==> src/rtl/cpu_pkg.sv <==
// Shared CPU definitions: datapath widths, opcodes and the data-memory responder state encoding.
package cpu_pkg;

  localparam int DATA_W = 16;
  localparam int ADDR_W = 8;

  typedef enum logic [1:0] {
    OPCODE_ADD   = 2'd0,
    OPCODE_LOAD  = 2'd1,
    OPCODE_SUB   = 2'd2,
    OPCODE_STORE = 2'd3
  } opcode_t;

  typedef enum logic [1:0] {
    IDLE = 2'd0,
    WAIT = 2'd1,
    RESP = 2'd2
  } rsp_state_t;

endpackage

==> src/rtl/dmem_array.sv <==
// Single-port data RAM: synchronous write, synchronous registered read, gated by i_en.
module dmem_array #(
  parameter int DATA_W = 16,
  parameter int ADDR_W = 8,
  parameter int DEPTH  = 256
) (
  input  logic              clk,
  input  logic              i_en,
  input  logic              i_we,
  input  logic [ADDR_W-1:0] i_addr,
  input  logic [DATA_W-1:0] i_wdata,
  output logic [DATA_W-1:0] o_rdata
);

  logic [DATA_W-1:0] r_mem [DEPTH];
  logic [DATA_W-1:0] r_rdata;

  always_ff @(posedge clk) begin
    if (i_en) begin
      if (i_we) begin
        r_mem[i_addr] <= i_wdata;
      end else begin
        r_rdata <= r_mem[i_addr];
      end
    end
  end

  assign o_rdata = r_rdata;

endmodule

==> src/rtl/dmem_responder.sv <==
// MEM-stage data-memory responder: one request at a time, LATENCY wait states,
// registered response held until the requester takes it.
module dmem_responder #(
  parameter int DATA_W  = cpu_pkg::DATA_W,
  parameter int ADDR_W  = cpu_pkg::ADDR_W,
  parameter int DEPTH   = 256,
  parameter int LATENCY = 2
) (
  input  logic              clk,
  input  logic              reset_n,
  input  logic              req_valid,
  output logic              req_ready,
  input  logic              req_write,
  input  logic [ADDR_W-1:0] req_addr,
  input  logic [DATA_W-1:0] req_wdata,
  output logic              rsp_valid,
  input  logic              rsp_ready,
  output logic              rsp_write,
  output logic [DATA_W-1:0] rsp_rdata,
  output logic              rsp_err,
  output logic              busy
);

  import cpu_pkg::*;

  localparam int              IDX_W   = (DEPTH > 1) ? $clog2(DEPTH) : 1;
  localparam logic [ADDR_W:0] DEPTH_L = (ADDR_W + 1)'(DEPTH);
  localparam logic [3:0]      LAT_L   = 4'(LATENCY);

  rsp_state_t        r_state;
  logic [3:0]        r_cnt;
  logic              r_write;
  logic [ADDR_W-1:0] r_addr;
  logic [DATA_W-1:0] r_wdata;
  logic              r_reqReady;
  logic              r_rspValid;
  logic              r_rspWrite;
  logic              r_rspErr;
  logic              r_loadOk;
  logic              r_busy;

  logic              w_inRange;
  logic              w_access;
  logic [DATA_W-1:0] w_ramRdata;

  assign w_inRange = ({1'b0, r_addr} < DEPTH_L);
  assign w_access  = (r_state == WAIT) && (r_cnt == 4'd0);

  // The RAM commits/reads only on the edge that enters RESP, so a reset during WAIT drops the store.
  dmem_array #(
    .DATA_W(DATA_W),
    .ADDR_W(IDX_W),
    .DEPTH (DEPTH)
  ) u_array (
    .clk    (clk),
    .i_en   (w_access && w_inRange),
    .i_we   (r_write),
    .i_addr (r_addr[IDX_W-1:0]),
    .i_wdata(r_wdata),
    .o_rdata(w_ramRdata)
  );

  always_ff @(posedge clk or negedge reset_n) begin
    if (!reset_n) begin
      r_state    <= IDLE;
      r_cnt      <= 4'd0;
      r_write    <= 1'b0;
      r_addr     <= '0;
      r_wdata    <= '0;
      r_reqReady <= 1'b1;
      r_rspValid <= 1'b0;
      r_rspWrite <= 1'b0;
      r_rspErr   <= 1'b0;
      r_loadOk   <= 1'b0;
      r_busy     <= 1'b0;
    end else begin
      case (r_state)
        IDLE: begin
          if (req_valid) begin
            r_write    <= req_write;
            r_addr     <= req_addr;
            r_wdata    <= req_wdata;
            r_cnt      <= LAT_L;
            r_state    <= WAIT;
            r_reqReady <= 1'b0;
            r_busy     <= 1'b1;
          end
        end
        WAIT: begin
          if (r_cnt == 4'd0) begin
            r_state    <= RESP;
            r_rspValid <= 1'b1;
            r_rspWrite <= r_write;
            r_rspErr   <= !w_inRange;
            r_loadOk   <= !r_write && w_inRange;
          end else begin
            r_cnt <= r_cnt - 4'd1;
          end
        end
        RESP: begin
          if (rsp_ready) begin
            r_state    <= IDLE;
            r_rspValid <= 1'b0;
            r_reqReady <= 1'b1;
            r_busy     <= 1'b0;
          end
        end
        default: r_state <= IDLE;
      endcase
    end
  end

  assign req_ready = r_reqReady;
  assign rsp_valid = r_rspValid;
  assign rsp_write = r_rspWrite;
  assign rsp_err   = r_rspErr;
  assign busy      = r_busy;
  // Stores and errors never load the RAM output, so their response data reads as zero.
  assign rsp_rdata = r_loadOk ? w_ramRdata : '0;

endmodule
==> config.mk <==
export PLATFORM = sky130hd
export DESIGN_NAME = dmem_responder
export DESIGN_NICKNAME = d
export VERILOG_FILES = /design/src/rtl/cpu_pkg.sv /design/src/rtl/dmem_array.sv /design/src/rtl/dmem_responder.sv
export SDC_FILE = /design/constraint.sdc
export NUM_CORES = 2
export LEC_CHECK = 0
export BUFFER_PORTS_ARGS = -buffer_cell sky130_fd_sc_hd__buf_4
export CORE_ASPECT_RATIO = 0.5
export CORE_MARGIN = 5
export CORE_UTILIZATION = 26
export DETAILED_ROUTE_END_ITERATION = 16
export GPL_TIMING_DRIVEN = 0
export MAX_ROUTING_LAYER = met4
export PLACE_DENSITY = 0.46
export SLEW_MARGIN = 10
export SYNTH_ARGS = -nofsm -noshare
export SYNTH_HDL_FRONTEND = slang
export SYNTH_HIERARCHICAL = 1
export SYNTH_SLANG_ARGS = --single-unit
export TNS_END_PERCENT = 10
==> constraint.sdc <==
create_clock -name clk -period 4.9 [get_ports clk]
set_input_delay 0.98 -clock clk [delete_from_list [all_inputs] [get_ports clk]]
set_output_delay 0.98 -clock clk [all_outputs]
set_load 0.02 [all_outputs]
# Word-level counts from Yosys, hierarchy flattened
# Memory sizes are Yosys's and may differ from the RTL's. A register that Yosys moved wholly into a read port is not among the register bits.
# Index checks and enable logic that the tools add are counted.
totals:
  regBits: 36
  latch_bits: 0
  ramBits: 4096
  mem_bits_ro: 0
  in_bits: 29
  out_inout_bits: 21
  wordCells: 52
  memories: 1
memory_table:
  columns: ["memory", "words", "width", "rd", "rd_ports_with_merged_regs", "wr", "line_no", "text"]
  rows:
  - ["u_array.r_mem", 256, 16, 1, 1, 1, "dmem_array.sv:15", "logic [DATA_W-1:0] r_mem [DEPTH];"]
op_classes:
  addsub: 1
  mul: 0
  div_mod_pow: 0
  magnitude_cmp: 0
  n_eq_ne: 6
  n_shift: 0
  mux: 19
  bitwise_logic: 1
  reduce_logical: 14
ops:
  columns: ["cell", "n"]
  rows:
  - ["$mux 16", 1]
  - ["$reduce_and 3->1", 4]
  - ["$mux 1", 8]
  - ["$mux 4", 2]
  - ["$pmux 4 s2", 1]
  - ["$mux 2", 3]
  - ["$ne 2x2->1 const B", 3]
  - ["$pmux 1 s2", 3]
  - ["$pmux 2 s3", 1]
  - ["$reduce_and 2->1", 3]
  - ["$reduce_bool 2->1", 3]
  - ["$logic_not 4->1", 1]
  - ["$sub 4x1->4 const B", 1]
  - ["$eq 2x1->1 const B", 1]
  - ["$eq 2x2->1 const B", 1]
  - ["$logic_not 2->1", 1]
  - ["$ne 2x1->1 const B", 1]
  - ["$logic_and 1x1->1", 1]
  - ["$logic_not 1->1", 1]
  - ["$not 1->1", 1]

# Logic depth before layout (Yosys ltp)
logic_depth:
  depth_word: 4
  ltp_mapped: 10
  mapped_depth_nobuf: 9

# Hierarchy
# Netlist, hierarchy kept.
by_module_without_submodules:
  columns: ["mod", "instances", "cells_each", "area_each_um2", "seq_area_each_um2"]
  rows:
  - ["dmem_array", 1, 6705, 155236.4, 123478.4]
  - ["dmem_responder", 1, 125, 1676.6, 902.1]

# Worst setup path after synthesis
# Ideal clock, no wire load.
synth_timing:
  path_kind: "register -> register"
  from: "register r_wdata[10]"
  to: "memory u_array.r_mem[0][10], data pin"
  setup_time_ns: 0.804
  t_arrival_ns: 3.183
  t_required_ns: 4.096
  path_slack_ns: 0.913
  path_stages_with_launch: 1
  n_path_buf: 0
  period_less_slack_ns: 3.987
  cell_sequence: "dfrtp_1"
synth_rtl:
  columns: ["item", "line_no", "text"]
  rows:
  - ["start, declared", "dmem_responder.sv:34", "logic [DATA_W-1:0] r_wdata;"]
  - ["start signal, assigned", "dmem_responder.sv:82", "r_wdata <= req_wdata;"]
  - ["end, declared", "dmem_array.sv:15", null]
# No word-level cell before the write port.

==> metrics list <==
- The floorplan step set the die width to about 1100 µm.
- Aggregate global routing overflow: 0
- The finished cells cover ~190000 µm².
* Flop and latch count out of synthesis: between 4000 and 5000
- Max H-tree Level: 5
* Final antenna-violating net count: 0
* Worst setup margin: -0.04706 ns
- IR drop worst, VDD: around 0.42 mV
* Startpoint types: flip-flop
- Power density over the cells: 605.7 nW/µm²
- Counting cells, the worst reg-to-reg path comes to 9.
- Max-cap violations: 0
* Total number of placement rows: between 200 and 250
- Biggest fanout along the worst timing path: 10
- The region available for standard cell placement spans around 600000 µm².
- Hold Vio Cnt, Final: 0
- For flop-to-flop paths, the worst setup slack is -0.05 ns.
- Hold path cells: 2
* Failing checks: negative setup slack
* Primary flip-flop cell chosen by synthesis mapping: sky130_fd_sc_hd__edfxtp_1
- Summed over all failing endpoints, the final setup total negative slack is -0.05041 ns.
- The number of nets handed over by synthesis was ~6900.
- Setup violations remaining at the end of the flow were counted as 2.
* Area of the mapped netlist: roughly 160000 µm²
- In the final design database the tool counted between 7000 and 8000 nets.
- TritonCTS created between 400 and 500 clock buffers.
- In this run, the number of DRC markers left after iteration 0 of detailed routing was a little over 10000.
- Crit Path Category: flip-flop to flip-flop
- Type of the most critical hold path: input port to flip-flop
* Yosys warns: 6
* Utilization after layout: a little under a third
* Cell-by-cell trace of the critical path: clkbuf_2 -> clkbuf_2 -> buf_12 -> clkdlybuf4s15_1 -> mux4_2 -> a22oi_1 -> a21oi_1 -> o41ai_2 -> nand4_1
- Headroom to the max-slew limit came out at between 1.5 and 2%.
- Min-delay src: req_wdata[3]
* Post-detailed-routing wire length: slightly below 500000 µm
- Detailed placement finished with a half-perimeter wire length of roughly 350000 µm.
- In the routed design, unresolved DRC markers number 0.
* Final period util: 101.0%
* Minimum period implied by the final worst setup slack: around 4.9 ns
- RSZ-0062 raised after global routing: no
- Entering global routing, the biggest net connects 74 pins.
- Clock root buffer: sky130_fd_sc_hd__clkbuf_16
* Sinks on the clock net: a little over 4000
- Capturing element type of the critical path: flip-flop
* Layout cells sized above 1: between 30 and 40%
* Worst Path Arrival: 5.67 ns
- Relative to the synthesized area, the layout overhead comes to 20.21%.
- Crit path max-delay cell type: sky130_fd_sc_hd__o41ai_2
- Cells after synthesis: 6830
- The die covers 620100 µm².
* Worst R2R End: u_array/o_rdata[5]
- Vertical die dimension: ~560 µm
- Total vias in the final route: just under 80000
* # Post-CTS Setup Buffers: 0
* Number of global-route vias before repair: 77900
- Starting density of the core: about a quarter
- Clk Latency, worst-skew pair: 1.06 ns
- Slew at the pin closest to its max-slew limit: 1.476 ns
- Final-layout worst hold slack: about 0.19 ns
- Power after layout: 114.2 mW
- Sequential fraction of the synthesis area: 79.27%
- DR vias/cell: between 4 and 5
- TritonCTS built the clock tree.
- Synthesis instantiated 37 different standard cells from the library.
- CTS clock-pin slew for the worst setup and hold paths: ~0.07 ns
- PortBufs: 48
- Number of enable flip-flop cells after synthesis: between 4000 and 5000
- The first global-routing pass estimated between 600000 and 700000 µm of wire.
- Global routing used 15.92% of the available tracks.
- Result of the run: finished, violations left
* Number of ports placed on the die boundary: 50
- Cell area after placement: between 150000 and 200000 µm²
* Drt pass-1 iters: 5
- Clock skew on the completed layout was measured at roughly 0.083 ns.
* Endpoint of the worst hold path: r_wdata[3]
- The max-slew violation count came to 0.
- For this run, asynchronously set or reset flops after synthesis account for 0.8679%.
* Cell with the most instances on the worst path: sky130_fd_sc_hd__clkbuf_2
- After detailed routing, the average wire length per cell comes to 30.96 µm.
- The clock passes through at most 4 buffers.
- Stage delay of the slowest cell on the critical path: 0.82 ns
* Post-synthesis area per instance: roughly 23 µm²
* Final GP Congestion: approximately 0.87
- The analysis attributes to cell leakage a power of 56.91 nW.
- Timing would allow up to just over 200 MHz.
- For the worst setup path, the data required time is approximately 5.6 ns.
* Critical R2R Launch: r_addr[1]
- Antenna violations before repair: 32
-- layout make-up --
| type | instances | area (µm²) |
|---|---|---|
| fill | 57230 | 411900 |
| sequential | 4148 | 124400 |
| multi-input combinational | 2258 | 31900 |
| clock buffer | 489 | 10700 |
| tap | 8018 | 10030 |
| timing repair buffer | 418 | 6720 |
| clock inverter | 281 | 2836 |
| buffer | 414 | 1934 |
| antenna | 12 | 30.03 |
| inverter | 6 | 26.28 |
-- worst max-delay path: cells and delay by family (launching register included) --
family | cells | cell delay [ns]
buffers and inverters | 4 | 2.02
AOI/OAI and AO/OA | 3 | 1.36
DFF | 1 | 0.57
muxes | 1 | 0.41
and+or+nand+nor | 1 | 0.18
-- cells in the mapped netlist (18+ instances only) --
master	number	share of area (%)
sky130_fd_sc_hd__a21oi_1	259	0.83
sky130_fd_sc_hd__a22oi_1	512	2.4
sky130_fd_sc_hd__and2_1	18	0.072
sky130_fd_sc_hd__buf_1	42	0.10
sky130_fd_sc_hd__buf_2	91	0.29
sky130_fd_sc_hd__clkbuf_1	269	0.64
sky130_fd_sc_hd__dfrtp_1	35	0.56
sky130_fd_sc_hd__edfxtp_1	4112	79
sky130_fd_sc_hd__mux4_2	1024	15
sky130_fd_sc_hd__nand2_1	36	0.086
sky130_fd_sc_hd__nor2_1	261	0.62
sky130_fd_sc_hd__o41ai_1	64	0.36
-- through the flow --
step           setup slack [ns]  std cells
6_report               -0.04706      16040
5_1_grt                0.001805      16040
4_1_cts                0.007296      16030
3_5_place_dp             -1.031      15260
3_3_place_gp             -4.761      14900
2_1_floorplan            0.9132       6830
-- worst max path at each step --
stage                      startpoint                    end  slack, ns  cells past startpoint
after floorplan           r_wdata[10]   u_array/r_mem[0][10]       0.91                      0
after global placement     r_wdata[8]  u_array/r_mem[156][8]      -4.76                      0
after detailed placement    r_addr[1]    u_array/o_rdata[11]      -1.03                      9
after CTS                   r_addr[1]     u_array/o_rdata[3]      0.007                      9
after global routing        r_addr[1]     u_array/o_rdata[5]      0.002                      9
final                       r_addr[1]     u_array/o_rdata[5]      -0.05                      9
-- cell families (layout without fill, tap and decap cells) --
group           Yosys count  count (layout)  share of synthesized area, %
flops                  4148            4148                         79.27
mux                    1054            1054                         14.95
compound gates          843             843                         3.664
buf+inv                 424            1608                         1.143
simple gates            358             358                        0.9577
fa+ha+maj                 2               2                       0.01595
other cells               1              13                      0.002390
-- power breakdown --
part | total (mW) | switching [mW] | internal (mW)
clock network | 31.9 | 14.0 | 17.9
logic | 36.6 | 24.7 | 12.0
registers | 45.7 | 1.13 | 44.6
total | 114 | 39.8 | 74.5
-- registers in the layout (all words and copies together) (netlist names) --
register / cells
u_array/r_mem: 4096
r_wdata: 16
u_array/o_rdata: 16
r_addr: 8
r_cnt: 4
r_state: 2
busy: 1
r_loadOk: 1
r_write: 1
req_ready: 1
rsp_valid: 1
rsp_write: 1
-- routing by layer --
layer | track usage, % | vias to the layer above | wire [µm]
li1 | - | 31190 | -
met1 | 22.40 | 43750 | 217500
met2 | 23.54 | 3136 | 224600
met3 | 3.500 | 591 | 41410
met4 | 3.958 | 0 | 13160
met5 | - | - | 0
-- placed cells by master (no fill, tap or decap), drive strengths merged, types with 8 or more instances in the layout --
cell type	netlist	final
diode	0	12
mux2	26	26
nand4	16	16
clkinvlp	0	24
and2	18	18
nor2	261	261
edfxtp	4112	4112
a22oi	512	512
clkbuf	269	755
buf	149	558
inv	6	16
clkinv	0	205
mux4	1024	1024
dfrtp	35	35
a21oi	259	259
o41ai	64	64
nand2	36	36
bufinv	0	42
nor2b	8	8
-- repair_timing --
item                                    in CTS  in global routing
pin swaps                                    1                  0
resized for setup                           83                 10
endpoints found under the hold margin       35                  0
hold buffers                                 1                  0
endpoints found under the setup margin    2453                 33
No activity file was read; power rests on OpenSTA's default activity.
